$ cat src/rtl/hit_alarm_pkg.sv
// Shared types and helpers for the hit alarm controller.
package hit_alarm_pkg;

  typedef enum logic [2:0] {
    ST_IDLE    = 3'd0,
    ST_BLANK   = 3'd1,
    ST_ARMED   = 3'd2,
    ST_ALARM   = 3'd3,
    ST_HOLDOFF = 3'd4
  } state_t;

  // Width of the shared blank/holdoff down-counter; never narrower than 1 bit.
  function automatic int timer_w(input int a, input int b);
    int m;
    m = (a > b) ? a : b;
    return (m <= 1) ? 1 : $clog2(m);
  endfunction

endpackage

$ cat src/rtl/hit_alarm_ctrl_hold_timer.sv
// Loadable down-counter shared by the BLANK and HOLDOFF states.
module hold_timer #(
  parameter int W = 4
) (
  input  logic         clk,
  input  logic         rst_n,
  input  logic         load,
  input  logic [W-1:0] load_val,
  input  logic         dec,
  output logic         zero
);

  logic [W-1:0] count;

  // NOTE: sequential state uses non-blocking assignments so every flop samples pre-edge values.
  always_ff @(posedge clk or negedge rst_n) begin
    if (!rst_n) begin
      count <= '0;
    end else if (load) begin
      count <= load_val;
    end else if (dec && (count != '0)) begin
      count <= count - 1'b1;
    end
  end

  assign zero = (count == '0);

endmodule

$ cat src/rtl/hit_alarm_ctrl.sv
// Arming/alarm sequencer for the seqcheck detector: blanking, held alarm with ack, holdoff, counters.
module hit_alarm_ctrl
  import hit_alarm_pkg::*;
#(
  parameter int ARM_DELAY   = 8,
  parameter int HOLDOFF_CYC = 16,
  parameter int CNT_W       = 8
) (
  input  logic             clk,
  input  logic             rst_n,
  input  logic             arm,
  input  logic             disarm,
  input  logic             hit,
  input  logic             alarm_ack,
  input  logic             clr_cnt,
  output logic             det_en,
  output logic             alarm_valid,
  output logic [CNT_W-1:0] alarm_count,
  output logic [CNT_W-1:0] missed_count,
  output logic [2:0]       state
);

  localparam int               TW      = timer_w(ARM_DELAY, HOLDOFF_CYC);
  localparam logic [TW-1:0]    BLANK_LD = TW'(ARM_DELAY - 1);
  localparam logic [TW-1:0]    HOLD_LD  = TW'(HOLDOFF_CYC - 1);
  localparam logic [CNT_W-1:0] CNT_MAX  = '1;

  state_t        state_q, state_n;
  logic          tmr_load, tmr_dec, tmr_zero;
  logic [TW-1:0] tmr_load_val;
  logic          alarm_inc, missed_inc;

  hold_timer #(.W(TW)) u_timer (
    .clk      (clk),
    .rst_n    (rst_n),
    .load     (tmr_load),
    .load_val (tmr_load_val),
    .dec      (tmr_dec),
    .zero     (tmr_zero)
  );

  // NOTE: every always_comb output gets a default first, so no path can infer a latch.
  always_comb begin
    state_n      = state_q;
    tmr_load     = 1'b0;
    tmr_load_val = '0;
    tmr_dec      = 1'b0;
    alarm_inc    = 1'b0;
    missed_inc   = 1'b0;
    if (disarm) begin
      state_n = ST_IDLE;
    end else begin
      unique case (state_q)
        ST_IDLE: begin
          if (arm) begin
            state_n      = ST_BLANK;
            tmr_load     = 1'b1;
            tmr_load_val = BLANK_LD;
          end
        end
        ST_BLANK: begin
          if (tmr_zero) state_n = ST_ARMED;
          else          tmr_dec = 1'b1;
        end
        ST_ARMED: begin
          if (hit) begin
            state_n   = ST_ALARM;
            alarm_inc = 1'b1;
          end
        end
        ST_ALARM: begin
          missed_inc = hit;
          if (alarm_ack) begin
            state_n      = ST_HOLDOFF;
            tmr_load     = 1'b1;
            tmr_load_val = HOLD_LD;
          end
        end
        ST_HOLDOFF: begin
          missed_inc = hit;
          if (tmr_zero) state_n = ST_ARMED;
          else          tmr_dec = 1'b1;
        end
        default: state_n = ST_IDLE;
      endcase
    end
  end

  // Outputs are flopped alongside the state so they carry no combinational input path.
  always_ff @(posedge clk or negedge rst_n) begin
    if (!rst_n) begin
      state_q     <= ST_IDLE;
      det_en      <= 1'b0;
      alarm_valid <= 1'b0;
    end else begin
      state_q     <= state_n;
      det_en      <= (state_n != ST_IDLE);
      alarm_valid <= (state_n == ST_ALARM);
    end
  end

  always_ff @(posedge clk or negedge rst_n) begin
    if (!rst_n) begin
      alarm_count  <= '0;
      missed_count <= '0;
    end else if (clr_cnt) begin
      alarm_count  <= '0;
      missed_count <= '0;
    end else begin
      if (alarm_inc && (alarm_count != CNT_MAX))   alarm_count  <= alarm_count + 1'b1;
      if (missed_inc && (missed_count != CNT_MAX)) missed_count <= missed_count + 1'b1;
    end
  end

  assign state = state_q;

endmodule

$ cat config.mk
export PLATFORM = sky130hd
export DESIGN_NAME = hit_alarm_ctrl
export DESIGN_NICKNAME = d
export VERILOG_FILES = /design/src/rtl/hit_alarm_pkg.sv /design/src/rtl/hit_alarm_ctrl_hold_timer.sv /design/src/rtl/hit_alarm_ctrl.sv
export SDC_FILE = /design/constraint.sdc
export NUM_CORES = 1
export LEC_CHECK = 0
export CORE_MARGIN = 8
export CORE_UTILIZATION = 30
export CTS_BUF_LIST = sky130_fd_sc_hd__clkbuf_8
export DETAILED_ROUTE_END_ITERATION = 8
export PLACE_DENSITY = 0.56
export SLEW_MARGIN = 25
export SYNTH_ARGS = -nofsm -noshare
export SYNTH_HDL_FRONTEND = slang
export SYNTH_SLANG_ARGS = --single-unit
$ cat constraint.sdc
create_clock -name clk -period 4.77 [get_ports clk]
set_input_delay 1.1925 -clock clk [delete_from_list [all_inputs] [get_ports clk]]
set_output_delay 1.1925 -clock clk [all_outputs]
set_load 0.03 [all_outputs]
== Word-level counts from Yosys, hierarchy flattened ==
Cells that the tools add are included.

* Bits of input ports: 7
* Bits in registers: 25
* Output and inout bits: 21
* Logic and storage cells: 56

* Add/sub/neg operators: 3
* Equal/unequal tests: 7
* Mux-type cells: 28
* Reductions and logical operators: 12

{| class="wikitable"
|+ Operator list
! kind !! number
|-
| $mux W8 || 4
|-
| $mux W3 || 6
|-
| $add A8 B1 Y8 const B || 2
|-
| $mux W4 || 4
|-
| $ne A8 B8 Y1 const B || 2
|-
| $pmux W3 S4 || 1
|-
| $mux W1 || 11
|-
| $eq A3 B2 Y1 const B || 3
|-
| $pmux W4 S2 || 1
|-
| $reduce_bool A2 Y1 || 3
|-
| $logic_not A4 Y1 || 1
|-
| $reduce_bool A4 Y1 || 1
|-
| $reduce_or A2 Y1 || 2
|-
| $sub A4 B1 Y4 const B || 1
|-
| $eq A3 B1 Y1 const B || 1
|-
| $eq A3 B3 Y1 const B || 1
|-
| $logic_and A1 B1 Y1 || 3
|-
| $logic_not A3 Y1 || 1
|-
| $reduce_bool A3 Y1 || 1
|-
| $pmux W1 S2 || 1
|}

== Depth between registers and ports, before layout ==
* Word-level depth: 7
* Mapped depth: 6
* Gate-level depth less buffers: 6

== Cells and area by module ==
Synthesis repeated with hierarchy kept, for this count alone.

* Cells, all modules: 157
* Area total of the unflattened synthesis: 1508.9 µm²

{| class="wikitable"
|+ By module, submodules not included
! module !! seq. area each (µm²) !! area an instance (µm²) !! cells an instance !! instances
|-
| hit_alarm_ctrl || 525.5 || 1238.7 || 130 || 1
|-
| hold_timer || 100.1 || 270.3 || 27 || 1
|}

== Least setup slack after synthesis ==
Ideal clock, no wire load.

* Kind: input to register
* From: in hit
* To: reg det_en
* Data arrival time: 2.207 ns
* Path slack: 2.427 ns
* Required time: 4.634 ns
* Buffers on the path: 0
* Stages: 4
* Library setup time: 0.136 ns
* Cell sequence: or2_2 -> a32oi_1 -> nor3_1 -> or3_2

* Cells in the longest elaborated chain, start to end: 4

{| class="wikitable"
|+ RTL lines
! element !! line !! text
|-
| from (decl) || hit_alarm_ctrl.sv:13 || <nowiki>input logic hit,</nowiki>
|-
| $mux W3 || hit_alarm_ctrl.sv:66 || <nowiki>if (hit) begin</nowiki>
|-
| $pmux W3 S4 || hit_alarm_ctrl.sv:53 || <nowiki>unique case (state_q)</nowiki>
|-
| $mux W3 || hit_alarm_ctrl.sv:50 || <nowiki>if (disarm) begin</nowiki>
|-
| via state_n[0] || hit_alarm_ctrl.sv:28 || <nowiki>state_t state_q, state_n;</nowiki>
|-
| $reduce_bool A3 Y1 || hit_alarm_ctrl.sv:97 || <nowiki>det_en <= (state_n != ST_IDLE);</nowiki>
|-
| to (signal assigned) || hit_alarm_ctrl.sv:97 ||
|-
| to (decl) || hit_alarm_ctrl.sv:16 || <nowiki>output logic det_en,</nowiki>
|}

The timed path passes the listed nets, and every way through them passes these cells.
A chain may end at the register's enable or synchronous reset.

== Final worst setup path ==
* From: in disarm
* To: reg alarm_count[6]

* Cells in the longest elaborated chain, start to end: 3

{| class="wikitable"
|+ RTL lines
! element !! line !! text
|-
| from (decl) || hit_alarm_ctrl.sv:12 || <nowiki>input logic disarm,</nowiki>
|-
| $mux W1 || hit_alarm_ctrl.sv:50 ||
|-
| $logic_and A1 B1 Y1 || hit_alarm_ctrl.sv:110 || <nowiki>if (alarm_inc && (alarm_count != CNT_MAX)) alarm_count <= alarm_count + 1'b1;</nowiki>
|-
| $reduce_bool A2 Y1 (no source line) || - ||
|-
| to (signal assigned) || hit_alarm_ctrl.sv:110 ||
|-
| to (decl) || hit_alarm_ctrl.sv:18 || <nowiki>output logic [CNT_W-1:0] alarm_count,</nowiki>
|}

Every way passes these cells.

==> metrics list <==
- Post-layout min period: between 2 and 3 ns
- Maximum number of pins on one net before global-route repair: 18
* Count of unique library cells instantiated by Yosys: between 50 and 60
- Of the cells placed in the final design, the portion with a size suffix greater than 1 is roughly a tenth.
* Cells resized by post-CTS repair: 0
- The worst setup path is captured at a register.
* Slack of the worst reg-to-reg path: approximately 2.7 ns
* Most used routing layer: met2
- Finish-stage setup viols: 0
- Boundary Pins: 28
* Syn_nets: approximately 160
* Total routed wirelength: around 3.6 mm
* Number of antenna violations at the first check in global routing: 0
* Actual transition at the worst max-transition pin: roughly 0.85 ns
- In this run the deepest clock path goes through 2 buffers.
* Final routed DRC violation total: 0
- The total overflow left after global routing is 0.
- The clock net in this run drives a total of 25 sinks.
- Die height: 86.5 um
- Total power divided by cell area: about 230 nW/um^2
- The first detailed-routing pass took 4 iterations.
- Reg2Reg Launch Point: u_timer.count[0]
- Result of the run: finished, final reports clean
- Global routing consumed, over all layers together, under 10% of the routing resources.
- The number of slew-limit violations in the final report came to 0.
- Source-to-sink clock delay at the later pin of the worst-skew pair: around 0.27 ns
* Critical Path Start Type: input pin
- Worst slew margin relative to its limit: a little over two fifths
* Maxcap violations: 0
- In the layout the commonest cells are 27 x clkdlybuf4s50_1, 25 x dfrtp_1, 11 x nand2_1, 11 x a21oi_1, 11 x o21ai_0.
* Area inside the core boundary: between 4000 and 5000 um^2
- Area of the die: 7480 um^2
* Number of cells on the worst reg-to-reg path: 6
- Relative to the synthesized area, the layout overhead comes to 24.6%.
- Ant diodes: 0
- Global-route wire length before repair: 6.01 mm
* Mapped cell area: ~1500 um^2
* Leading cell type in the layout, fill and taps excluded: clkdlybuf4s50_1
* Synth Flop Type: dfrtp_1
* Post-CTS Hold Fix Bufs: 0
- Hold path cells: 1
- The Yosys step of the flow raised 0 warnings.
* Post-DR wirelength/cell: around 15 um
- In this run the worst path has a maximum fanout of 11.
- In the global route stage, met2 resource usage came out at between 10% and 20%.
* Via count: approximately 1300
- Die X: between 80 and 90 um
- Once the floorplan was initialized, standard cells occupied a little under a third of the core.
* Sequential cell area fraction in the yosys report: a little over two fifths
* Number of nets in the layout: between 150 and 200
* Gate count after technology mapping: roughly 150
- Averaged over all synthesized cells, the footprint is between 9 and 10 um^2.
- Highest achievable clock rate: about 0.34 GHz
- TritonCTS clock tree: yes
* Number of H-tree levels: 1
- Setup repair after global routing left no endpoint under its margin.
- Met3 layer usage reported by global route: around 3.4%
- For this block, the initial DRC count from the detailed router was 47.
- Half-perimeter wire length after detailed placement: approximately 2.7 mm
* Number of enable flip-flop cells after synthesis: 0
- In the routed layout, each cell is associated on average with a via count of around 5.4.
- The floorplan has 25 rows.
* Kind of path behind the tightest hold check: reg2reg
- Count of antenna-violating nets left after detailed routing: 0
- For this run, asynchronously set or reset flops after synthesis account for 100%.
* Via count of the first global-routing pass: approximately 1300
- Launch instance of the worst min-delay path: u_timer.count[3]
* Total negative slack: 0 ns
- IR analysis of the VDD net gives a maximum drop of around 220 uV.
* Buffers inserted during post-CTS setup optimization: 0
- In this run the clock root is driven by a clkbuf_8.
* Static leakage: 0.707 nW
- Global routing consumed, on the met1 layer, between 10% and 20% of the routing resources.
* Req. time, crit path: roughly 5 ns
- During placement, the flow inserted port buffers numbering 27.
- The worst setup path is of the in2reg kind.
- Capture instance of the worst register-to-register path: u_timer.count[1]
- The worst hold path terminates at u_timer.count[3].
- After detailed placement, the total cell area comes to between 1500 and 2000 um^2.
- Arrival time at the worst endpoint: about 3.1 ns
* Total clock buffers created by CTS: 3
* Hold Fails Final Rpt: 0
- Clock skew on the completed layout was measured at 0.00183 ns.
* Clock transition time at the flip-flop clock pins of the worst setup and hold paths: around 0.090 ns
* Finished layout cell area: roughly 1900 um^2
- The synthesized design contains 25 register bits.
- Share of the clock period used by the worst path: 61.5%
- Last weighted congestion value of the routability-driven placer: about 0.8
[how the worst max path moves through the flow]
stage | slack [ns] | startpoint | endpoint | cells after the start
global route | 1.68 | disarm | u_timer.count[1] | 4
finish | 1.84 | disarm | alarm_count[6] | 5
global placement | 1.64 | disarm | alarm_count[6] | 5
floorplan | 2.43 | hit | det_en | 4
CTS | 1.85 | disarm | alarm_count[6] | 5
detailed placement | 1.56 | disarm | alarm_count[6] | 5
[state kept, by name, summed over array words and instances, names as in the netlist]
register	flops
alarm_count	8
alarm_valid	1
det_en	1
missed_count	8
state	3
u_timer.count	4
[layer usage]
| layer | up-vias | part of all wire [%] | wire length, um |
|---|---|---|---|
| li1 | 634 | - | - |
| met1 | 661 | 46 | 1680 |
| met2 | 27 | 47 | 1710 |
| met3 | 2 | 5.6 | 203 |
| met4 | 0 | 0.75 | 27 |
| met5 | - | 0 | 0 |
[critical path, stage by stage]
cell and delay (ns):
clkdlybuf4s50_1 0.61, nor4b_4 0.34, nand2_1 0.25, or4_1 0.56, a21oi_1 0.15
[cells by family after synthesis]
logic type / Yosys count / synth area share (%)
AND/OR/NAND/NOR: 68 / 29.2
AO/OA/AOI/OAI: 43 / 19.9
flip-flops: 25 / 41.9
buffers and inverters: 10 / 3.77
adder cells (fa/ha/maj): 3 / 2.52
XOR/XNOR: 2 / 1.17
multiplexers: 2 / 1.51
[synth_stat cells (3+ instances only)]
| cell type | count | area share (%) |
|---|---|---|
| and3_1 | 3 | 1.3 |
| or4_1 | 3 | 1.5 |
| nor2b_1 | 4 | 1.7 |
| or3_1 | 3 | 1.3 |
| nand2_1 | 11 | 2.8 |
| a21oi_1 | 11 | 3.7 |
| nor3_1 | 5 | 1.7 |
| nor2_1 | 7 | 1.8 |
| dfrtp_1 | 25 | 42 |
| nand2b_1 | 3 | 1.3 |
| inv_1 | 4 | 1.0 |
| o21ai_0 | 11 | 3.7 |
| ha_1 | 3 | 2.5 |
| nand3_1 | 6 | 2.0 |
| nand4_1 | 4 | 1.7 |
[area by class of cell]
cell class,count,area (um^2)
Clock buffer,3,41.3
Timing Repair Buffer,28,278
Fill cell,505,2900
Multi-Input combinational cell,118,810
Tap cell,67,83.8
Clock inverter,1,5.00
Sequential cell,25,626
Inverter,4,15.0
[through the flow]
stage	std cells	utilization (%)	power, mW	hold WS, ns	setup WS [ns]
after global routing	246	39.1	0.446	0.553	1.68
final	246	39.1	0.425	0.537	1.84
after detailed placement	242	38.1	0.304	0.512	1.56
after CTS	246	39.1	0.431	0.528	1.85
after floorplan	153	-	0.280	0.477	2.43
after global placement	242	38.1	0.301	0.516	1.64
[where the power goes]
group	total, mW	internal (mW)	leakage [nW]	switching (mW)
clock	0.126	0.0584	0.0255	0.0671
sequential	0.240	0.225	0.333	0.0154
combinational	0.0598	0.0286	0.349	0.0312
total	0.425	0.312	0.707	0.114
Power figures use the tool's default switching activity.
